### config.mk
export PLATFORM = sky130hd
export DESIGN_NAME = uart_mmio_ctrl
export DESIGN_NICKNAME = d
export VERILOG_FILES = /design/src/rtl/uart_mmio_ctrl.sv
export SDC_FILE = /design/constraint.sdc
export NUM_CORES = 1
export LEC_CHECK = 0
export BUFFER_PORTS_ARGS = -buffer_cell sky130_fd_sc_hd__buf_2
export CAP_MARGIN = 0
export CORE_ASPECT_RATIO = 0.9
export CORE_MARGIN = 2
export CORE_UTILIZATION = 32
export CTS_BUF_LIST = sky130_fd_sc_hd__clkbuf_4 sky130_fd_sc_hd__clkbuf_8 sky130_fd_sc_hd__clkbuf_16
export DETAILED_ROUTE_END_ITERATION = 7
export PLACE_DENSITY = 0.76
export SLEW_MARGIN = 20
export SYNTH_ARGS = -nofsm -noshare
export SYNTH_HDL_FRONTEND = slang
export SYNTH_SLANG_ARGS = --single-unit
### constraint.sdc
create_clock -name clk -period 1.4 [get_ports clk]
set_input_delay 0 -clock clk [delete_from_list [all_inputs] [get_ports clk]]
set_output_delay 0 -clock clk [all_outputs]
set_load 0.005 [all_outputs]
### src/rtl/uart_mmio_ctrl.sv
// ---------------------------------------------------------------------------
// uart_mmio_ctrl
//   Memory-mapped glue between a core's store/load strobes and an external
//   UART serializer/deserializer.
//
//   TX side: a byte register (tx_byte) loaded by stores to TX_DATA_ADDR, and
//   a four-state FSM that turns a start store into a single-cycle
//   uart_tx_start pulse. It then waits for the serializer to raise busy and
//   drop it again before it accepts another start.
//   RX side: rx_byte/rx_ready capture each uart_rx_done pulse. A store to
//   CLEAN_RX_ADDR clears rx_ready.
//
//   Handshake semantics: the core strobes (Tx_MemWrite, Tx_data_Memwrite,
//   Clean_rx_Memwrite) and uart_rx_done are single-cycle qualifiers sampled
//   on the rising edge, with no back-pressure. uart_tx_start is a one-cycle
//   request. The serializer acknowledges it by raising uart_tx_busy and
//   completes it by lowering uart_tx_busy.
//
//   Optional feature: define UART_RX_OVERRUN_EN to add a sticky overrun flag
//   (status bit 1). When the macro is undefined, the flag reads 0 and no
//   register is built for it.
//
// Ports
//   clk                 clock; all state updates happen on the rising edge
//   reset               asynchronous, active-low reset
//   WriteData           core store data
//   Tx_MemWrite         start command store (WriteData[0]=1 starts)
//   Tx_data_Memwrite    TX byte store (WriteData[7:0])
//   Clean_rx_Memwrite   clear rx_ready (and overrun)
//   Rx_ReadData         {zeros, rx_byte}
//   Rx_ready_ReadData   {zeros, tx_busy_flag, overrun, rx_ready}
//   uart_tx_start       one-cycle start pulse to the serializer
//   uart_tx_data        byte presented to the serializer
//   uart_tx_busy        serializer busy
//   uart_rx_done        received byte valid pulse
//   uart_rx_data        received byte
//   dbg_tx_state        current TX FSM state, for observation only
// ---------------------------------------------------------------------------
module uart_mmio_ctrl #(
  parameter int DATA_WIDTH = 32
) (
  input  logic                  clk,
  input  logic                  reset,
  input  logic [DATA_WIDTH-1:0] WriteData,
  input  logic                  Tx_MemWrite,
  input  logic                  Tx_data_Memwrite,
  input  logic                  Clean_rx_Memwrite,
  output logic [DATA_WIDTH-1:0] Rx_ReadData,
  output logic [DATA_WIDTH-1:0] Rx_ready_ReadData,
  output logic                  uart_tx_start,
  output logic [7:0]            uart_tx_data,
  input  logic                  uart_tx_busy,
  input  logic                  uart_rx_done,
  input  logic [7:0]            uart_rx_data,
  output logic [1:0]            dbg_tx_state
);

  typedef enum logic [1:0] {
    TX_IDLE      = 2'd0,
    TX_START     = 2'd1,
    TX_WAIT_BUSY = 2'd2,
    TX_WAIT_DONE = 2'd3
  } tx_state_t;

  tx_state_t  state, state_nxt;
  logic [7:0] tx_byte;
  logic [7:0] rx_byte;
  logic       rx_ready;
  logic       overrun_bit;

  // Only the low byte of store data is meaningful here.
  logic unused_wdata;
  assign unused_wdata = ^WriteData[DATA_WIDTH-1:8];

  // ---------------- TX FSM ----------------
  always_ff @(posedge clk or negedge reset) begin
    if (!reset) state <= TX_IDLE;
    else        state <= state_nxt;
  end

  always_comb begin
    state_nxt     = state;
    uart_tx_start = 1'b0;
    case (state)
      TX_IDLE: begin
        if (Tx_MemWrite && WriteData[0]) state_nxt = TX_START;
      end
      TX_START: begin
        uart_tx_start = 1'b1;
        state_nxt     = TX_WAIT_BUSY;
      end
      TX_WAIT_BUSY: begin
        if (uart_tx_busy) state_nxt = TX_WAIT_DONE;
      end
      TX_WAIT_DONE: begin
        if (!uart_tx_busy) state_nxt = TX_IDLE;
      end
      default: state_nxt = TX_IDLE;
    endcase
  end

  // The byte may only change while idle. A data store together with a start
  // store in the same idle cycle therefore loads the byte before TX_START
  // presents it.
  always_ff @(posedge clk or negedge reset) begin
    if (!reset)                                    tx_byte <= 8'h00;
    else if (Tx_data_Memwrite && state == TX_IDLE) tx_byte <= WriteData[7:0];
  end

  assign uart_tx_data = tx_byte;
  assign dbg_tx_state = state;

  // ---------------- RX capture ----------------
  // rx_done takes priority over a simultaneous clean, so a byte that arrives
  // in the same cycle as the clear is never lost.
  always_ff @(posedge clk or negedge reset) begin
    if (!reset) begin
      rx_byte  <= 8'h00;
      rx_ready <= 1'b0;
    end else if (uart_rx_done) begin
      rx_byte  <= uart_rx_data;
      rx_ready <= 1'b1;
    end else if (Clean_rx_Memwrite) begin
      rx_ready <= 1'b0;
    end
  end

`ifdef UART_RX_OVERRUN_EN
  // Sticky flag: a new byte arrived before the previous one was cleared.
  logic overrun;
  always_ff @(posedge clk or negedge reset) begin
    if (!reset)                       overrun <= 1'b0;
    else if (uart_rx_done && rx_ready) overrun <= 1'b1;
    else if (Clean_rx_Memwrite)        overrun <= 1'b0;
  end
  assign overrun_bit = overrun;
`else
  assign overrun_bit = 1'b0;
`endif

  // ---------------- Read words ----------------
  assign Rx_ReadData       = {{(DATA_WIDTH-8){1'b0}}, rx_byte};
  assign Rx_ready_ReadData = {{(DATA_WIDTH-3){1'b0}}, (state != TX_IDLE),
                              overrun_bit, rx_ready};

endmodule

==> run_results.csv <==
group,metric,value,unit
placed_design,portBuffers,43,
routing,drtIter0Drc,13,
worst_setup_path,crit_path_start_kind,"register",
pwr,power_density,1400,nW/um2
final_layout,final_cell_count_no_fill,221,
clocking,numClockSinks,19,
clocking,root_buffer,"clkbuf_8",
clocking,cts_buffer_depth,2,
routing,via_count,789,
worst_setup_path,crit_required,1.54,ns
sta,period_needed,1.41,ns
worst_hold_path,hold_start,"Clean_rx_Memwrite",
global_route,grt-ovfl-total,0,
routing,ant_nets,0,
sta,setup_slack,-0.00924,ns
floorplanning,core_area,3680,um2
global_route,grt_pass1_vias,738,
sta,skew,0.000569,ns
routing,firstDrtPassIters,2,
floorplanning,initial_core_util,0.331,
routing,wl,2070,um
sta,drv_slew,0,
sta,hold_ws,0.00614,ns
synth,ys_seq_area_frac,0.390,
sta,rsz0062_at_grt,"yes",
clocking,clk_pin_slew,0.07,ns
floorplanning,die_h,62.5,um
worst_setup_path,path_max_fanout,4,
outcome,outcome,"finished, violations left",
routing,vias_per_cell,3.57,
final_layout,drive_above_1_share,0.400,
sta,timing.fmax,710,MHz
final_layout,areaGrowthSynthToFinish,29.3,%
sta,post-route-period-util,1.01,
placed_design,hpwl,1460,um
synth,syn_area_per_cell,11.2,um2
synth,synth_area,1220,um2
worst_setup_path,crit_path_start,"dbg_tx_state[0]",
synth,synth_cell_type_count,15,
routing,drc_errors,0,
clocking,htreeDepth,1,
final_layout,finalCoreUtilization,0.428,
pwr,peakVddDrop,0.633,mV
global_route,grt_pass1_wl,3240,um
pwr,power_leakage,0.000849,uW
sta,final-hold-violation-count,0,
synth,ys_ff_latch,19,
synth,syn_inst,109,
worst_setup_path,critical_path_class,"register to register",
global_route,grtUsageTotal,0.0924,
final_layout,diodes,0,
clocking,cts_tree,"done",
placed_design,gp_congestion,0.653,
sta,setup_viol,1,
routing,wl_per_cell,9.35,um
worst_setup_path,worstPathArrival,1.54,ns
floorplanning,die_area,4320,um2
worst_setup_path,r2r-start,"dbg_tx_state[0]",
synth,ys_warn_count,0,
outcome,violations,"negative setup slack",
floorplanning,row_count,21,
placed_design,post-place-cells,198,
worst_hold_path,hold_path_class,"input pin to register",
run,drv_cap,0,
final_layout,nets,228,
global_route,antenna_found_initial,0,
clocking,clkLatencyLatePin,0.25,ns
clocking,cts_buffers,3,
floorplanning,pin_count,122,
floorplanning,fp.dieW,69.1,um
worst_setup_path,endpoint_kind,"register",
global_route,grt_max_degree,20,
where the power goes:
part | switching (uW) | leakage (uW) | internal [uW]
logic | 395 | 0.000601 | 568
registers | 113 | 0.000221 | 730
clock network | 171 | 0.0000262 | 221
kinds of logic after synthesis:
family | count (synthesis) | share of synthesized area
flip-flops | 19 | 0.390
buffers and inverters | 60 | 0.355
multiplexers | 18 | 0.165
AND/OR/NAND/NOR | 4 | 0.0164
other | 1 | 0.00308
adder cells (fa/ha/maj) | 5 | 0.0513
AO/OA/AOI/OAI | 2 | 0.0185
synth_stat cells:
| cell | number | area (um2) |
|---|---|---|
| a221oi_2 | 1 | 15.0 |
| nand2_1 | 1 | 3.75 |
| buf_2 | 1 | 5.00 |
| mux2i_1 | 1 | 10.0 |
| dfrtp_1 | 19 | 475 |
| mux2_1 | 9 | 101 |
| conb_1 | 1 | 3.75 |
| inv_1 | 4 | 15.0 |
| ha_1 | 5 | 62.6 |
| a21o_1 | 1 | 7.51 |
| mux2_2 | 8 | 90.1 |
| buf_4 | 55 | 413 |
| nor2b_1 | 1 | 6.26 |
| nand2_2 | 1 | 6.26 |
| nor2_1 | 1 | 3.75 |
through the flow:
stage / setup slack [ns] / setup TNS, ns / power (uW) / instance area (um2)
detailed placement: -0.0228 / -0.0228 / 1660 / 1320
global placement: -0.00675 / -0.00675 / 1640 / 1320
finish: -0.00924 / -0.00924 / 2200 / 1580
floorplan: -0.0220 / -0.0220 / 1390 / 1440
global route: -0.0685 / -0.126 / 2370 / 1580
CTS: -0.0275 / -0.0275 / 2150 / 1550
layout make-up:
| cell class | count | area, um2 |
|---|---|---|
| Clock buffer | 4 | 48.8 |
| Fill cell | 367 | 2100 |
| Inverter | 4 | 15.0 |
| Multi-Input combinational cell | 83 | 554 |
| Sequential cell | 19 | 477 |
| Tap cell | 46 | 57.6 |
| Timing Repair Buffer | 65 | 423 |
layer usage:
metal | GRT usage | up-vias | routed length (um) | share of wire
met3 | 0.0274 | 2 | 171 | 0.083
met4 | 0.0368 | 0 | 14 | 0.0068
met5 | 0 | - | 0 | 0
li1 | - | 369 | - | -
met2 | 0.177 | 46 | 1110 | 0.54
met1 | 0.0927 | 372 | 771 | 0.37
state kept, by name, summed over array words and instances (netlist names):
name and count:
dbg_tx_state 2, rx_byte 8, rx_ready 1, uart_tx_data 8
path summary, 6_finish.rpt:
| path | end | cells past startpoint | slack, ns |
|---|---|---|---|
| worst max-delay path | dbg_tx_state[1] | 5 | -0.009 |
| worst min-delay path | rx_ready | 3 | 0.006 |
| worst max register to register | dbg_tx_state[1] | 5 | -0.009 |
| worst min register to register | rx_ready | 1 | 0.48 |
| max in group asynchronous | dbg_tx_state[1] | 2 | 0.86 |
| min in group asynchronous | uart_tx_data[4] | 2 | 0.22 |
layout by cell type (no fill, tap or decap):
cell / Yosys / final
mux2_2: 8 / 8
a21o_1: 1 / 1
nor2_1: 1 / 1
inv_2: 0 / 2
nand2_4: 0 / 1
mux2i_1: 1 / 1
buf_2: 1 / 43
mux2_4: 0 / 1
dfrtp_1: 19 / 18
mux2_1: 9 / 8
ha_2: 0 / 2
nand2_1: 1 / 1
a221oi_4: 0 / 1
clkbuf_8: 0 / 3
conb_1: 1 / 54
clkbuf_4: 0 / 1
dfrtp_2: 0 / 1
nor2b_4: 0 / 1
inv_1: 4 / 2
ha_4: 0 / 1
ha_1: 5 / 2
dlygate4sd3_1: 0 / 17
buf_4: 55 / 5
critical path, cell delays in order, from the launching register on:
cell	delay, ns
dfrtp_1	0.40
inv_2	0.08
ha_4	0.16
nor2b_4	0.12
a221oi_4	0.20
mux2_4	0.32
repair_timing:
action	CTS	global route
setup endpoints to repair	1	8
hold endpoints to repair	35	0
pin swaps	1	1
buffers inserted	2	0
resized for setup	0	4
cloned	0	0
hold buffers	17	0
Note: power is estimated with default switching activity, not from simulation.
